===== config.mk =====
export PLATFORM = sky130hd
export DESIGN_NAME = frame_luma_stat_flat
export DESIGN_NICKNAME = d
export VERILOG_FILES = /design/src/rtl/frame_luma_stat_if.sv /design/src/rtl/frame_luma_stat.sv /design/src/flat_wrapper.sv
export SDC_FILE = /design/constraint.sdc
export NUM_CORES = 1
export LEC_CHECK = 0
export BUFFER_PORTS_ARGS = -buffer_cell sky130_fd_sc_hd__clkbuf_2
export CAP_MARGIN = 25
export CORE_MARGIN = 8
export CORE_UTILIZATION = 29
export CTS_BUF_LIST = sky130_fd_sc_hd__clkbuf_8 sky130_fd_sc_hd__clkbuf_16
export DETAILED_ROUTE_END_ITERATION = 6
export REMOVE_ABC_BUFFERS = 1
export SYNTH_ARGS = -nofsm -noshare
export SYNTH_HDL_FRONTEND = slang
export SYNTH_SLANG_ARGS = --single-unit
export TNS_END_PERCENT = 5

===== constraint.sdc =====
create_clock -name clk_i -period 5.4 [get_ports clk_i]
set_input_delay 0.54 -clock clk_i [delete_from_list [all_inputs] [get_ports clk_i]]
set_output_delay 0.54 -clock clk_i [all_outputs]
set_load 0.1 [all_outputs]

===== src/rtl/frame_luma_stat_if.sv =====
// Pixel-side bundle for the frame luminance statistics stage: DE/VS/gray in, per-frame results out.
// Latency: n/a (wiring only).
// Backpressure: none; the pixel stream is never stalled.
interface frame_luma_stat_if;
    logic        de_i;
    logic        vs_i;
    logic [7:0]  gray_i;
    logic [7:0]  mean_o;
    logic        mean_valid_o;
    logic        invert_o;
    logic [15:0] frame_cnt_o;
    logic        err_o;

    modport master (
        output de_i, vs_i, gray_i,
        input  mean_o, mean_valid_o, invert_o, frame_cnt_o, err_o
    );

    modport slave (
        input  de_i, vs_i, gray_i,
        output mean_o, mean_valid_o, invert_o, frame_cnt_o, err_o
    );
endinterface


===== src/rtl/frame_luma_stat.sv =====
// Per-frame luminance mean (restoring divider in blanking) and dark/bright invert decision.
// Latency: frame boundary on edge N -> mean/invert/frame count and mean_valid_o pulse on edge N+10.
// Backpressure: none; accumulation never stalls. Optional FRAME_LUMA_HYST_EN adds TH_LO hysteresis.
module frame_luma_stat #(
    parameter int unsigned CNT_W  = 22,
    parameter int unsigned TH_HI  = 144,
    parameter int unsigned TH_LO  = 112,
    parameter bit          VS_POL = 1'b1
) (
    input  logic              clk_i,
    input  logic              rst_i,
    frame_luma_stat_if.slave  lb
);

    localparam int unsigned      SUM_W   = CNT_W + 8;
    localparam logic [CNT_W-1:0] CNT_MAX = '1;
    localparam logic [7:0]       HI      = 8'(TH_HI);
`ifdef FRAME_LUMA_HYST_EN
    localparam logic [7:0]       LO      = 8'(TH_LO);
`endif

    // Thresholds must leave a gap, otherwise hysteresis is meaningless.
    generate
        if (TH_LO >= TH_HI) begin : g_bad_thresh
            $error("frame_luma_stat: TH_LO must be below TH_HI");
        end
    endgenerate

    typedef enum logic [1:0] {ST_ARM, ST_ACC, ST_DIV, ST_DONE} state_t;

    state_t             state_q, state_d;
    logic               vs_act, vs_act_q, bnd;
    logic               div_load, div_step, publish, abort;
    logic               sat_hit, zero_div, ge;
    logic [SUM_W-1:0]   acc_sum_q, rem_q, dsh;
    logic [CNT_W-1:0]   acc_cnt_q, dcnt_q;
    logic [7:0]         quo_q;
    logic [3:0]         it_q;

    assign vs_act   = (lb.vs_i == VS_POL);
    assign bnd      = vs_act && !vs_act_q;
    // A pixel arriving with the counter already full is dropped and flagged.
    assign sat_hit  = lb.de_i && !bnd && (acc_cnt_q == CNT_MAX);
    assign dsh      = {8'd0, dcnt_q} << (3'd7 - it_q[2:0]);
    assign ge       = (rem_q >= dsh);
    assign zero_div = (dcnt_q == '0);

    // Previous VS level; reset as "active" so a VS held through reset is not a boundary.
    always_ff @(posedge clk_i) begin
        if (rst_i) vs_act_q <= 1'b1;
        else       vs_act_q <= vs_act;
    end

    // FSM state register.
    always_ff @(posedge clk_i) begin
        if (rst_i) state_q <= ST_ARM;
        else       state_q <= state_d;
    end

    // FSM next state: a boundary in DIV restarts the division with the new frame.
    always_comb begin
        state_d = state_q;
        case (state_q)
            ST_ARM:  if (bnd) state_d = ST_ACC;
            ST_ACC:  if (bnd) state_d = ST_DIV;
            ST_DIV: begin
                if (bnd)                 state_d = ST_DIV;
                else if (it_q == 4'd8)   state_d = ST_DONE;
            end
            ST_DONE: state_d = bnd ? ST_DIV : ST_ACC;
            default: state_d = ST_ARM;
        endcase
    end

    // FSM outputs: divider load/step, result publish, overrun abort.
    always_comb begin
        div_load = 1'b0;
        div_step = 1'b0;
        publish  = 1'b0;
        abort    = 1'b0;
        case (state_q)
            ST_ACC:  div_load = bnd;
            ST_DIV: begin
                div_load = bnd;
                abort    = bnd;
                div_step = !bnd && (it_q != 4'd8);
            end
            ST_DONE: begin
                div_load = bnd;
                publish  = 1'b1;
            end
            default: ;
        endcase
    end

    // Accumulators: restart at each boundary (that edge's pixel opens the new frame), freeze on saturation.
    always_ff @(posedge clk_i) begin
        if (rst_i) begin
            acc_sum_q <= '0;
            acc_cnt_q <= '0;
        end else if (bnd) begin
            acc_sum_q <= lb.de_i ? {{CNT_W{1'b0}}, lb.gray_i} : '0;
            acc_cnt_q <= {{(CNT_W-1){1'b0}}, lb.de_i};
        end else if (lb.de_i && !sat_hit) begin
            acc_sum_q <= acc_sum_q + {{CNT_W{1'b0}}, lb.gray_i};
            acc_cnt_q <= acc_cnt_q + 1'b1;
        end
    end

    // Restoring divider: one quotient bit per cycle, MSB first, trial subtract of cnt<<k.
    always_ff @(posedge clk_i) begin
        if (rst_i) begin
            rem_q  <= '0;
            dcnt_q <= '0;
            quo_q  <= '0;
            it_q   <= '0;
        end else if (div_load) begin
            rem_q  <= acc_sum_q;
            dcnt_q <= acc_cnt_q;
            quo_q  <= '0;
            it_q   <= '0;
        end else if (div_step) begin
            if (ge) rem_q <= rem_q - dsh;
            quo_q <= {quo_q[6:0], ge};
            it_q  <= it_q + 4'd1;
        end
    end

    // Result registers; an empty frame reports mean 0 and keeps the previous invert decision.
    always_ff @(posedge clk_i) begin
        if (rst_i) begin
            lb.mean_o       <= '0;
            lb.mean_valid_o <= 1'b0;
            lb.invert_o     <= 1'b0;
            lb.frame_cnt_o  <= '0;
            lb.err_o        <= 1'b0;
        end else begin
            lb.mean_valid_o <= publish;
            if (sat_hit || abort) lb.err_o <= 1'b1;
            if (publish) begin
                lb.frame_cnt_o <= lb.frame_cnt_o + 16'd1;
                lb.mean_o      <= zero_div ? 8'd0 : quo_q;
                if (!zero_div) begin
`ifdef FRAME_LUMA_HYST_EN
                    if (quo_q >= HI)      lb.invert_o <= 1'b1;
                    else if (quo_q <= LO) lb.invert_o <= 1'b0;
`else
                    lb.invert_o <= (quo_q >= HI);
`endif
                end
            end
        end
    end

endmodule

===== src/flat_wrapper.sv =====
// flat-port wrapper written by rule: the top's interface ports become plain ports
module frame_luma_stat_flat 
#(
    parameter int unsigned CNT_W  = 22,
    parameter int unsigned TH_HI  = 144,
    parameter int unsigned TH_LO  = 112,
    parameter bit          VS_POL = 1'b1
)
  (clk_i, rst_i, lb_de_i, lb_vs_i, lb_gray_i, lb_mean_o, lb_mean_valid_o, lb_invert_o, lb_frame_cnt_o, lb_err_o);
  frame_luma_stat_if lb_i ();
  input  logic clk_i;
  input  logic rst_i;
  input wire logic [$bits(lb_i.de_i)-1:0] lb_de_i;
  input wire logic [$bits(lb_i.vs_i)-1:0] lb_vs_i;
  input wire logic [$bits(lb_i.gray_i)-1:0] lb_gray_i;
  output wire logic [$bits(lb_i.mean_o)-1:0] lb_mean_o;
  output wire logic [$bits(lb_i.mean_valid_o)-1:0] lb_mean_valid_o;
  output wire logic [$bits(lb_i.invert_o)-1:0] lb_invert_o;
  output wire logic [$bits(lb_i.frame_cnt_o)-1:0] lb_frame_cnt_o;
  output wire logic [$bits(lb_i.err_o)-1:0] lb_err_o;
  assign lb_i.de_i = lb_de_i;
  assign lb_i.vs_i = lb_vs_i;
  assign lb_i.gray_i = lb_gray_i;
  assign lb_mean_o = lb_i.mean_o;
  assign lb_mean_valid_o = lb_i.mean_valid_o;
  assign lb_invert_o = lb_i.invert_o;
  assign lb_frame_cnt_o = lb_i.frame_cnt_o;
  assign lb_err_o = lb_i.err_o;
  frame_luma_stat #(.CNT_W(CNT_W), .TH_HI(TH_HI), .TH_LO(TH_LO), .VS_POL(VS_POL)) u_core (.clk_i(clk_i), .rst_i(rst_i), .lb(lb_i));
endmodule

Yosys cells after proc, flatten, opt, wreduce, memory -nomap -nowiden
Cells that the tools add are included.
Word-level totals
  bits in registers: 146
  logic and storage cells: 72
Cells by class
  add/sub/neg operators: 6
  $lt $le $gt $ge: 2
  eq/ne operators: 9
  shift-type cells: 1
  multiplexer cells: 19
  bitwise operators: 1
  reduce and logical (&&, ||, !) cells: 20
Operators by type and width (number)
  $mux 30: 5
  $add 30x8->30: 1
  $ge 30x30->1: 1
  $shl 22x3->30: 1
  $sub 30x30->30: 1
  $add 22x1->22 const B: 1
  $eq 22x22->1 const B: 1
  $logic_not 22->1: 1
  $add 16x1->16 const B: 1
  $mux 8: 2
  $mux 2: 5
  $ge 8x8->1 const B: 1
  $pmux 2 s4: 1
  $mux 1: 6
  $reduce_bool 2->1: 3
  $logic_and 1x1->1: 5
  $add 4x1->4 const B: 1
  $eq 2x2->1 const B: 2
  $eq 4x4->1 const B: 1
  $ne 2x1->1 const B: 2
  $ne 4x4->1 const B: 1
  $reduce_and 2->1: 2
  $reduce_or 2->1: 2
  $logic_not 1->1: 3
  other kinds (8): 8

Longest topological paths before layout
Gate-level depths: netlist of run 1.
  depth in word-level cells: 9
  mapped depth: 18
  depth with buffers taken out: 14

Worst setup path before layout of run 1
OpenSTA, ideal clock, no wires.
  kind: reg-to-reg
  start: register u_core.it_q[0]
  end: register u_core.rem_q[10]
  arrival time: 3.646 ns
  data required time: 5.268 ns
  setup slack: 1.622 ns
  stages on the path, launching flop included: 18
  path buffers: 5
  clock period less this slack: 3.778 ns
  path through: dfxtp_1 clkbuf_1 clkbuf_1 buf_1 nor2_1 a211oi_1 a21oi_1 ha_1 buf_2 nand4_1 nor4_1 a21oi_1 a21oi_1 o21a_2 nor2_2 buf_6 a22oi_1 a21oi_1
Between the ends
  word-level cells in the longest chain between the ends: 6
RTL lines
  start, declared: line frame_luma_stat.sv:38  | logic [3:0] it_q;
  start signal, assigned: line frame_luma_stat.sv:125  | it_q <= it_q + 4'd1;
  $sub 3x3->3: line frame_luma_stat.sv:44  | assign dsh = {8'd0, dcnt_q} << (3'd7 - it_q[2:0]);
  $shl 22x3->30: line frame_luma_stat.sv:44
  $sub 30x30->30: line frame_luma_stat.sv:123  | if (ge) rem_q <= rem_q - dsh;
  $mux 30: line frame_luma_stat.sv:123
  $mux 30: line frame_luma_stat.sv:122  | end else if (div_step) begin
  $mux 30: line frame_luma_stat.sv:117  | end else if (div_load) begin
  end signal, assigned: line frame_luma_stat.sv:118  | rem_q <= acc_sum_q;
  end signal, assigned: line frame_luma_stat.sv:123
  end, declared: line frame_luma_stat.sv:35  | logic [SUM_W-1:0] acc_sum_q, rem_q, dsh;
Several ways; a longest one is shown, not always the timed one. The select of a mux whose other input is x is not followed.
A chain may end at the register's enable or synchronous reset.

Worst setup path after layout of run 1
  start: register u_core.it_q[2]
  end: register u_core.rem_q[9]
Same word-level chain as after synthesis.

==> summary.md, run 1 <==
| Metric | Value |
|---|---|
| Status | finished clean |
| GRT Overall Usage | 12.6% |
| Mapped Cells | 1,063 |
| DRC violations left | 0 |
| Ports | 39 |
| Storage cell area | 2920 sq um |
| Std cell rows | 63 |
| WP data arrival | 4.59 ns |
| Length of the first detailed-routing pass in iterations | 7 |
| Clock skew | 0.0145 ns |
| # clock sinks | 146 |
| Unique masters post-synth | 74 |
| Htree depth | 4 |
| Worst skew pair latency | 0.43 ns |
| Antenna fix cells | 0 |
| Critical Path RT | 5.68 ns |
| RSZ-0062 raised after global routing | no |
| Yosys Warn Count | 0 |
| Worst Path Max Fanout | 27 |
| TritonCTS buffer count | 17 |
| Clock tree root driver cell | clkbuf_16 |
| First-pass GRT wire length | 37.3 mm |
| Final min period | 4.31 ns |
| Post-Syn Area | 8660 sq um |
| Vias in the first global route | 7,179 |
| Setup_tns | 0 ns |
| Detailed placer's ending HPWL | 16.7 mm |
| Fillers | 3,134 |
| Yosys reg bits | 146 |
| PortBufs | 38 |
| Clock Path Buffers | 2 |
| Final period util | 79.8% |
| Synth Area per Inst | 8.14 sq um |
| Pins Over Slew Limit | 0 |
| WHS | 0.339 ns |
| Final number of hold-violating endpoints | 0 |
| Post-synth EDFFs | 0 |
| Multi-input combinational cell area | 5350 sq um |
| Core area | 29,500 sq um |
| Area Growth Syn to Fin | 12.9% |
| Placed Cells incl. Taps | 1,439 |
| # Max-Cap Violations | 0 |
| Starting Density | 29.4% |
| Vias/cell | 5.08 |
| Async set-reset flop share out of synthesis | 0% |
| Sequential-to-total area share from yosys stat | 33.8% |
| Final setup viols | 0 |
| DIE AREA | 35,600 sq um |
| Post-CTS sizing | 0 |
| CTS clock-pin slew for the worst setup and hold paths | 0.06 ns |
| Most common cell after layout, fill and taps aside | dfxtp_1 |
| PwrDens | 254 nW/um^2 |
| Peak VDD IR | 167 uV |
| Post-CTS setup buffers | 0 |
| Post-CTS Hold Buffers | 0 |
| Most frequent cells in the layout | dfxtp_1 (146), nand2_1 (126), a21oi_1 (113), nor2_1 (111), xnor2_1 (43) |
| HP Class | in2reg |
| Final nets | 1,124 |
| DR vias | 7,473 |
| Wire per inst | 15.3 microns |
| Drt total wl | 22.4 mm |
| Total grt overflow | 0 |
| Chip height | 189 microns |
| Slew margin rel. | 30.4% |
| CTS tree | built |
| Largest net degree at the start of global routing | 58 |
| Slew @ Worst Pin | 1.04 ns |
| Overall power | 2.48 mW |
| 1st-iter DRT viols | 596 |
| Crit start category | register |
| Top FF cell, synth | dfxtp_1 |
| Final Util | 33.2% |
| CP endpoint kind | register |
| Post-route insts no fill | 1,471 |
| Fmax achieved | 0.232 GHz |
| Initial antenna violation count | 0 |
| Routability congestion estimate from global placement | 0.933 |
| Leakage | 3.78 nW |
| Layout cells sized above 1 | 10.3% |
| Antenna Nets Post-Route | 0 |
| Die W | 189 microns |
| Worst setup path class | reg2reg |
layout make-up:
type	count	share of cell area, %
tap	390	4.99
clock buffer	17	4.35
timing repair buffer	49	3.10
inverter	35	1.34
multi-input combinational	820	54.7
clock inverter	14	1.61
sequential	146	29.9
worst max-delay path, stage by stage (launching register included):
cell and delay, ns:
dfxtp_1 1.01, inv_2 0.32, a211oi_1 0.25, a21oi_1 0.08, ha_1 0.54, nand4_1 0.28
nor4_1 0.45, a21oi_1 0.18, a21oi_1 0.20, o21a_2 0.18, nor2_2 0.03, buf_4 0.25
a22oi_1 0.27, a21oi_1 0.11
cells by family (layout without fill, tap and decap cells):
kind of cell | Yosys count | after routing | share of synthesized area (%)
and+or+nand+nor | 379 | 379 | 20.7
buffers and inverters | 97 | 115 | 4.55
adders and majority gates | 43 | 43 | 6.39
AOI/OAI and AO/OA | 269 | 269 | 19.7
muxes | 46 | 46 | 6.52
xor gates and xnor gates | 83 | 83 | 8.40
DFF | 146 | 146 | 33.8
report_power, final:
part           total [mW]  switching [mW]  internal, mW
clock network        1.18           0.493         0.684
logic               0.207           0.128        0.0793
registers            1.10          0.0114          1.09
per-layer routing:
metal / up-vias / global-route usage (%) / wire length, microns
met5: - / 0 / 0
met4: 0 / 4.03 / 432
met3: 23 / 2.13 / 650
met2: 118 / 20.8 / 10600
met1: 3544 / 16.4 / 10800
li1: 3788 / - / -
flip-flops by register name (all words and copies together) (netlist names):
register                flops
u_core.rem_q               30
u_core.dcnt_q              22
u_core.state_q              2
u_core.lb.frame_cnt_o      16
u_core.vs_act_q             1
u_core.acc_cnt_q           22
u_core.it_q                 4
u_core.lb.mean_valid_o      1
u_core.quo_q                8
u_core.lb.invert_o          1
u_core.lb.mean_o            8
u_core.lb.err_o             1
u_core.acc_sum_q           30
Yosys cell counts (all sizes together), types with 16 or more instances:
cell type / instances / area share (%)
a21oi: 113 / 6.5
a22oi: 36 / 3.1
and3: 16 / 1.2
clkbuf: 48 / 2.1
dfxtp: 146 / 34
ha: 41 / 5.9
inv: 35 / 1.5
mux2i: 35 / 4.0
nand2: 126 / 5.5
nand3: 38 / 2.2
nand4: 21 / 1.6
nor2: 113 / 5.0
o21ai: 29 / 1.7
xnor2: 43 / 4.4
xor2: 40 / 4.0
stage by stage:
stage	setup slack (ns)	area, sq um
floorplan	1.21	8390
global placement	0.967	9150
detailed placement	1.04	9170
CTS	1.02	9750
global route	0.756	9780
finish	1.09	9780
worst paths after layout:
check | start | to | slack (ns) | cells after the start
worst min register to register | u_core.rem_q[2] | u_core.rem_q[2] | 0.46 | 2
worst max register to register | u_core.it_q[2] | u_core.rem_q[9] | 1.09 | 13
worst max-delay path | u_core.it_q[2] | u_core.rem_q[9] | 1.09 | 13
worst min-delay path | lb_vs_i | u_core.vs_act_q | 0.34 | 2
Power figures use the tool's default switching activity.
==> inputs of run 2 (changes only) <==
==> constraint.sdc (replaced) <==
create_clock -name clk_i -period 3.85 [get_ports clk_i]
set_input_delay 0.385 -clock clk_i [delete_from_list [all_inputs] [get_ports clk_i]]
set_output_delay 0.385 -clock clk_i [all_outputs]
set_load 0.1 [all_outputs]
==> summary.md, run 2 (same netlist as run 1, synthesis figures left out) <==
| Metric | Value |
|---|---|
| Vias in the first global route | 7,153 |
| Largest net degree at the start of global routing | 64 |
| Final worst slack | 0.233 ns |
| Chip height | 189 microns |
| Placed Cells incl. Taps | 1,458 |
| Final period util | 93.9% |
| Std cell rows | 63 |
| Leakage | 3.89 nW |
| CP endpoint kind | register |
| CTS tree | built |
| CP most frequent cell | o21ai_0 |
| Starting Density | 29.4% |
| FF-to-FF Start | u_core.it_q[0] |
| Die W | 189 microns |
| Crit path from | u_core.it_q[0] |
| Routability congestion estimate from global placement | 0.917 |
| Worst Path Max Fanout | 19 |
| Antenna fix cells | 0 |
| Drt total wl | 22.3 mm |
| CP max stage cell | mux4_2 |
| Crit path capture | u_core.rem_q[29] |
| DIE AREA | 35,600 sq um |
| Peak VDD IR | 234 uV |
| Vias/cell | 5.05 |
| Ports | 39 |
| Crit. path cell count | 13 |
| WHS | 0.184 ns |
| First-pass GRT wire length | 36.3 mm |
| Pins Over Slew Limit | 0 |
| Layout cells sized above 1 | 12.2% |
| Top delay family on crit path | compound AO/OA/AOI/OAI gates |
| Final setup viols | 0 |
| Most frequent cells in the layout | dfxtp_1 (146), nand2_1 (126), a21oi_1 (113), nor2_1 (111), xnor2_1 (43) |
| Clock tree root driver cell | clkbuf_16 |
| Fmax achieved | 0.276 GHz |
| HP Class | in2reg |
| Status | finished clean |
| Largest registers | u_core.acc_sum_q x30, u_core.rem_q x30 |
| WP data arrival | 3.90 ns |
| Place WS | 0.0665 ns |
| Htree depth | 4 |
| R2R depth | 13 |
| Antenna Nets Post-Route | 0 |
| RSZ-0062 raised after global routing | yes |
| Wire per inst | 14.9 microns |
| 1st-iter DRT viols | 498 |
| TritonCTS buffer count | 17 |
| Worst skew pair latency | 0.42 ns |
| Worst setup path class | reg2reg |
| Total grt overflow | 0 |
| PwrDens | 354 nW/um^2 |
| # Max-Cap Violations | 0 |
| Detailed placer's ending HPWL | 16.6 mm |
| Final number of hold-violating endpoints | 0 |
| Length of the first detailed-routing pass in iterations | 5 |
| R2r setup slk | 0.23 ns |
| GRT Overall Usage | 12.2% |
| CTS clock-pin slew for the worst setup and hold paths | 0.07 ns |
| Overall power | 3.53 mW |
| Largest stage delay, worst path | 0.55 ns |
| Final min period | 3.62 ns |
| # clock sinks | 146 |
| Clock Path Buffers | 2 |
| CP Buf/Inv Count | 2 |
| DRC violations left | 0 |
| Crit-path cells | buf_12, mux4_2, mux2i_1, ha_1, buf_4, a21oi_1, o21ai_0, a22oi_1, nand3_1, a41oi_2, o21ai_0, a32oi_1, o2bb2ai_1 |
| Post-route insts no fill | 1,493 |
| Design area | 9980 sq um |
| Crit start category | register |
| Slew @ Worst Pin | 0.915 ns |
| Area Growth Syn to Fin | 15.3% |
| DR vias | 7,545 |
| Most common cell after layout, fill and taps aside | dfxtp_1 |
| Initial antenna violation count | 0 |
| Core area | 29,500 sq um |
| PortBufs | 38 |
| Final nets | 1,145 |
| Dpl cell area | 9340 sq um |
| End of the worst register-to-register path | u_core.rem_q[29] |
| Critical Path RT | 4.13 ns |
| Slew margin rel. | 39.0% |
| Clock skew | 0.0127 ns |
-- run 2: how the worst min path moves through the flow --
stage / start / endpoint / slack [ns] / cells past startpoint
CTS: lb_vs_i / u_core.vs_act_q / 0.16 / 2
global placement: u_core.rem_q[2] / u_core.rem_q[2] / 0.47 / 2
floorplan: u_core.rem_q[2] / u_core.rem_q[2] / 0.43 / 2
global route: lb_vs_i / u_core.vs_act_q / 0.17 / 2
finish: lb_vs_i / u_core.vs_act_q / 0.18 / 2
detailed placement: u_core.rem_q[2] / u_core.rem_q[2] / 0.47 / 2
-- run 2: repair_timing --
item | in CTS | in global routing
setup buffers | 0 | 2
setup endpoints to repair | 0 | 29
hold buffers | 0 | 0
gates resized for setup | 0 | 3
-- run 2: layout make-up --
| cell class | count | area [sq um] |
|---|---|---|
| inverters | 35 | 131 |
| repair buffers | 69 | 463 |
| flip-flops and latches | 146 | 2920 |
| clock inverters | 13 | 149 |
| well taps | 390 | 488 |
| clock buffers | 19 | 453 |
| multi-input cells | 821 | 5380 |
| fillers | 3139 | 19500 |
-- run 2: where the power goes --
| group | leakage (nW) | switching (mW) | internal [mW] |
|---|---|---|---|
| combinational | 2.43 | 0.185 | 0.118 |
| sequential | 1.18 | 0.0157 | 1.53 |
| clock | 0.287 | 0.691 | 0.999 |
-- run 2: layer usage --
layer  GRT usage (%)  wire length (microns)  vias to the layer above
met5               0                      0                        -
met4            4.24                    500                        0
met3            2.38                    694                       31
met2            20.3                  10400                      135
met1            15.6                  10700                     3526
li1                -                      -                     3853
-- run 2: metrics by stage --
stage,utilization [%],TNS (ns)
final,33.9,0
after global routing,33.9,-0.0585
after global placement,31.7,0
after detailed placement,31.7,0
after CTS,33.7,0
after floorplan,-,-8.84
==> inputs of run 3 (changes only) <==
--- a/config.mk
+++ b/config.mk
@@ -7,10 +7,14 @@
 export LEC_CHECK = 0
 export BUFFER_PORTS_ARGS = -buffer_cell sky130_fd_sc_hd__clkbuf_2
 export CAP_MARGIN = 25
+export CELL_PAD_IN_SITES_DETAIL_PLACEMENT = 1
+export CELL_PAD_IN_SITES_GLOBAL_PLACEMENT = 1
 export CORE_MARGIN = 8
 export CORE_UTILIZATION = 29
 export CTS_BUF_LIST = sky130_fd_sc_hd__clkbuf_8 sky130_fd_sc_hd__clkbuf_16
 export DETAILED_ROUTE_END_ITERATION = 6
+export MAX_ROUTING_LAYER = met4
+export PLACE_DENSITY_LB_ADDON = 0.1
 export REMOVE_ABC_BUFFERS = 1
 export SYNTH_ARGS = -nofsm -noshare
 export SYNTH_HDL_FRONTEND = slang
==> summary.md, run 3 (same netlist as run 1, synthesis figures left out) <==
| Metric | Value |
|---|---|
| Status | finished clean |
| Routability congestion estimate from global placement | 0.808 |
| Final setup viols | 0 |
| CTS clock-pin slew for the worst setup and hold paths | 0.07 ns |
| Dpl cell area | 9410 sq um |
| HP Class | in2reg |
| DR vias | 7,531 |
| PwrDens | 348 nW/um^2 |
| CTS tree | built |
| Final period util | 94.2% |
| Area Growth Syn to Fin | 15.6% |
| Critical Path RT | 4.15 ns |
| Clock skew | 0.0153 ns |
| Length of the first detailed-routing pass in iterations | 4 |
| CP Buf/Inv Count | 2 |
| Vias/cell | 5.04 |
| Leakage | 3.92 nW |
| Detailed placer's ending HPWL | 19.9 mm |
| Crit-path cells | buf_12, mux4_2, mux2i_1, ha_2, nand2_1, or4_1, a21o_1, a31oi_1, o21a_2, nor2_2, buf_12, a22oi_1, a21oi_1 |
| DIE AREA | 35,600 sq um |
| CP most frequent cell | buf_12 |
| Ports | 39 |
| Fmax achieved | 0.276 GHz |
| Largest registers | u_core.acc_sum_q x30, u_core.rem_q x30 |
| Crit start category | register |
| Peak VDD IR | 288 uV |
| 1st-iter DRT viols | 339 |
| Vias in the first global route | 7,720 |
| Slew margin rel. | 54.6% |
| CP endpoint kind | register |
| Post-CTS Hold Buffers | 0 |
| Pins Over Slew Limit | 0 |
| Design area | 10,000 sq um |
| Std cell rows | 63 |
| Largest stage delay, worst path | 0.54 ns |
| # Max-Cap Violations | 0 |
| DRC violations left | 0 |
| Top delay family on crit path | compound AO/OA/AOI/OAI gates |
| Antenna Nets Post-Route | 0 |
| Total grt overflow | 0 |
| Die W | 189 microns |
| Chip height | 189 microns |
| Drt total wl | 26.5 mm |
| PortBufs | 38 |
| Slew @ Worst Pin | 0.675 ns |
| Clock Path Buffers | 2 |
| Htree depth | 4 |
| Final nets | 1,147 |
| Post-CTS setup buffers | 0 |
| GRT Overall Usage | 15.6% |
| Antenna fix cells | 0 |
| Worst setup path class | reg2reg |
| Most frequent cells in the layout | dfxtp_1 (145), nand2_1 (126), a21oi_1 (113), nor2_1 (111), xnor2_1 (43) |
| Worst Path Max Fanout | 28 |
| RSZ-0062 raised after global routing | no |
| Initial antenna violation count | 0 |
| First-pass GRT wire length | 43.5 mm |
| Layout cells sized above 1 | 12.5% |
| Core area | 29,500 sq um |
| Worst skew pair latency | 0.44 ns |
| Largest net degree at the start of global routing | 53 |
| Starting Density | 29.4% |
| Final number of hold-violating endpoints | 0 |
| TritonCTS buffer count | 17 |
| Final min period | 3.63 ns |
| Most common cell after layout, fill and taps aside | dfxtp_1 |
| Wire per inst | 17.8 microns |
| Clock tree root driver cell | clkbuf_16 |
| Setup_tns | 0 ns |
| WP data arrival | 3.93 ns |
| # clock sinks | 146 |
| CP max stage cell | mux4_2 |
==> run 3: changes by cell type in the layout (fill, tap and decap cells not counted), moves of 2 or more <==
| cell | change |
|---|---|
| buf_12 | +3 |
| clkinvlp_4 | -3 |
| ha_1 | -3 |
| ha_2 | +2 |
| inv_1 | +3 |
==> run 3: routing by layer <==
| layer | track usage (%) | part of all wire (%) |
|---|---|---|
| met5 | - | 0 |
| met4 | 3.94 | 1.1 |
| met3 | 2.59 | 2.3 |
| met2 | 24.5 | 46 |
| met1 | 20.5 | 51 |
==> run 3: worst register-to-register path: cells and delay by family, from the launching register on <==
kind,cells,cell delay [ns]
AO/OA/AOI/OAI,5,0.89
adder cells (fa/ha/maj),1,0.29
buffers and inverters,2,0.40
flip-flops,1,0.37
multiplexers,2,0.85
AND/OR/NAND/NOR,3,0.71
==> run 3: area by class of cell <==
cell class	count	area [sq um]
timing repair buffer	72	523
sequential	146	2920
fill	3588	19500
clock buffer	19	453
clock inverter	13	113
tap	390	488
multi-input combinational	820	5380
inverter	35	131
==> run 3: report_power, final <==
part           leakage, nW  switching [mW]  total [mW]  internal, mW
logic                 2.45           0.193       0.318         0.124
registers             1.18          0.0158        1.54          1.53
clock network        0.292           0.700        1.62         0.924
==> run 3: repair_timing <==
action                                  in CTS  in global routing
endpoints found under the setup margin       0                 27
endpoints found under the hold margin        0                  0
gates resized for setup                      0                  7
==> run 3: final timing paths <==
kind / start / to / slack [ns] / depth (start not counted)
min reg2reg: u_core.rem_q[2] / u_core.rem_q[2] / 0.47 / 2
max reg2reg: u_core.it_q[0] / u_core.rem_q[8] / 0.22 / 13
max: u_core.it_q[0] / u_core.rem_q[8] / 0.22 / 13
min: lb_vs_i / u_core.vs_act_q / 0.17 / 2
==> run 3: per-stage QoR <==
| stage | util, % | power (mW) | hold slack (ns) | setup WS [ns] | std cells |
|---|---|---|---|---|---|
| after floorplan | - | 1.77 | 0.430 | -0.345 | 1001 |
| after global placement | 31.9 | 1.89 | 0.465 | 0.235 | 1463 |
| after detailed placement | 31.9 | 1.90 | 0.469 | 0.144 | 1463 |
| after CTS | 33.8 | 3.55 | 0.138 | 0.122 | 1495 |
| after global routing | 33.9 | 3.65 | 0.155 | 0.0124 | 1495 |
| final | 33.9 | 3.48 | 0.166 | 0.222 | 1495 |
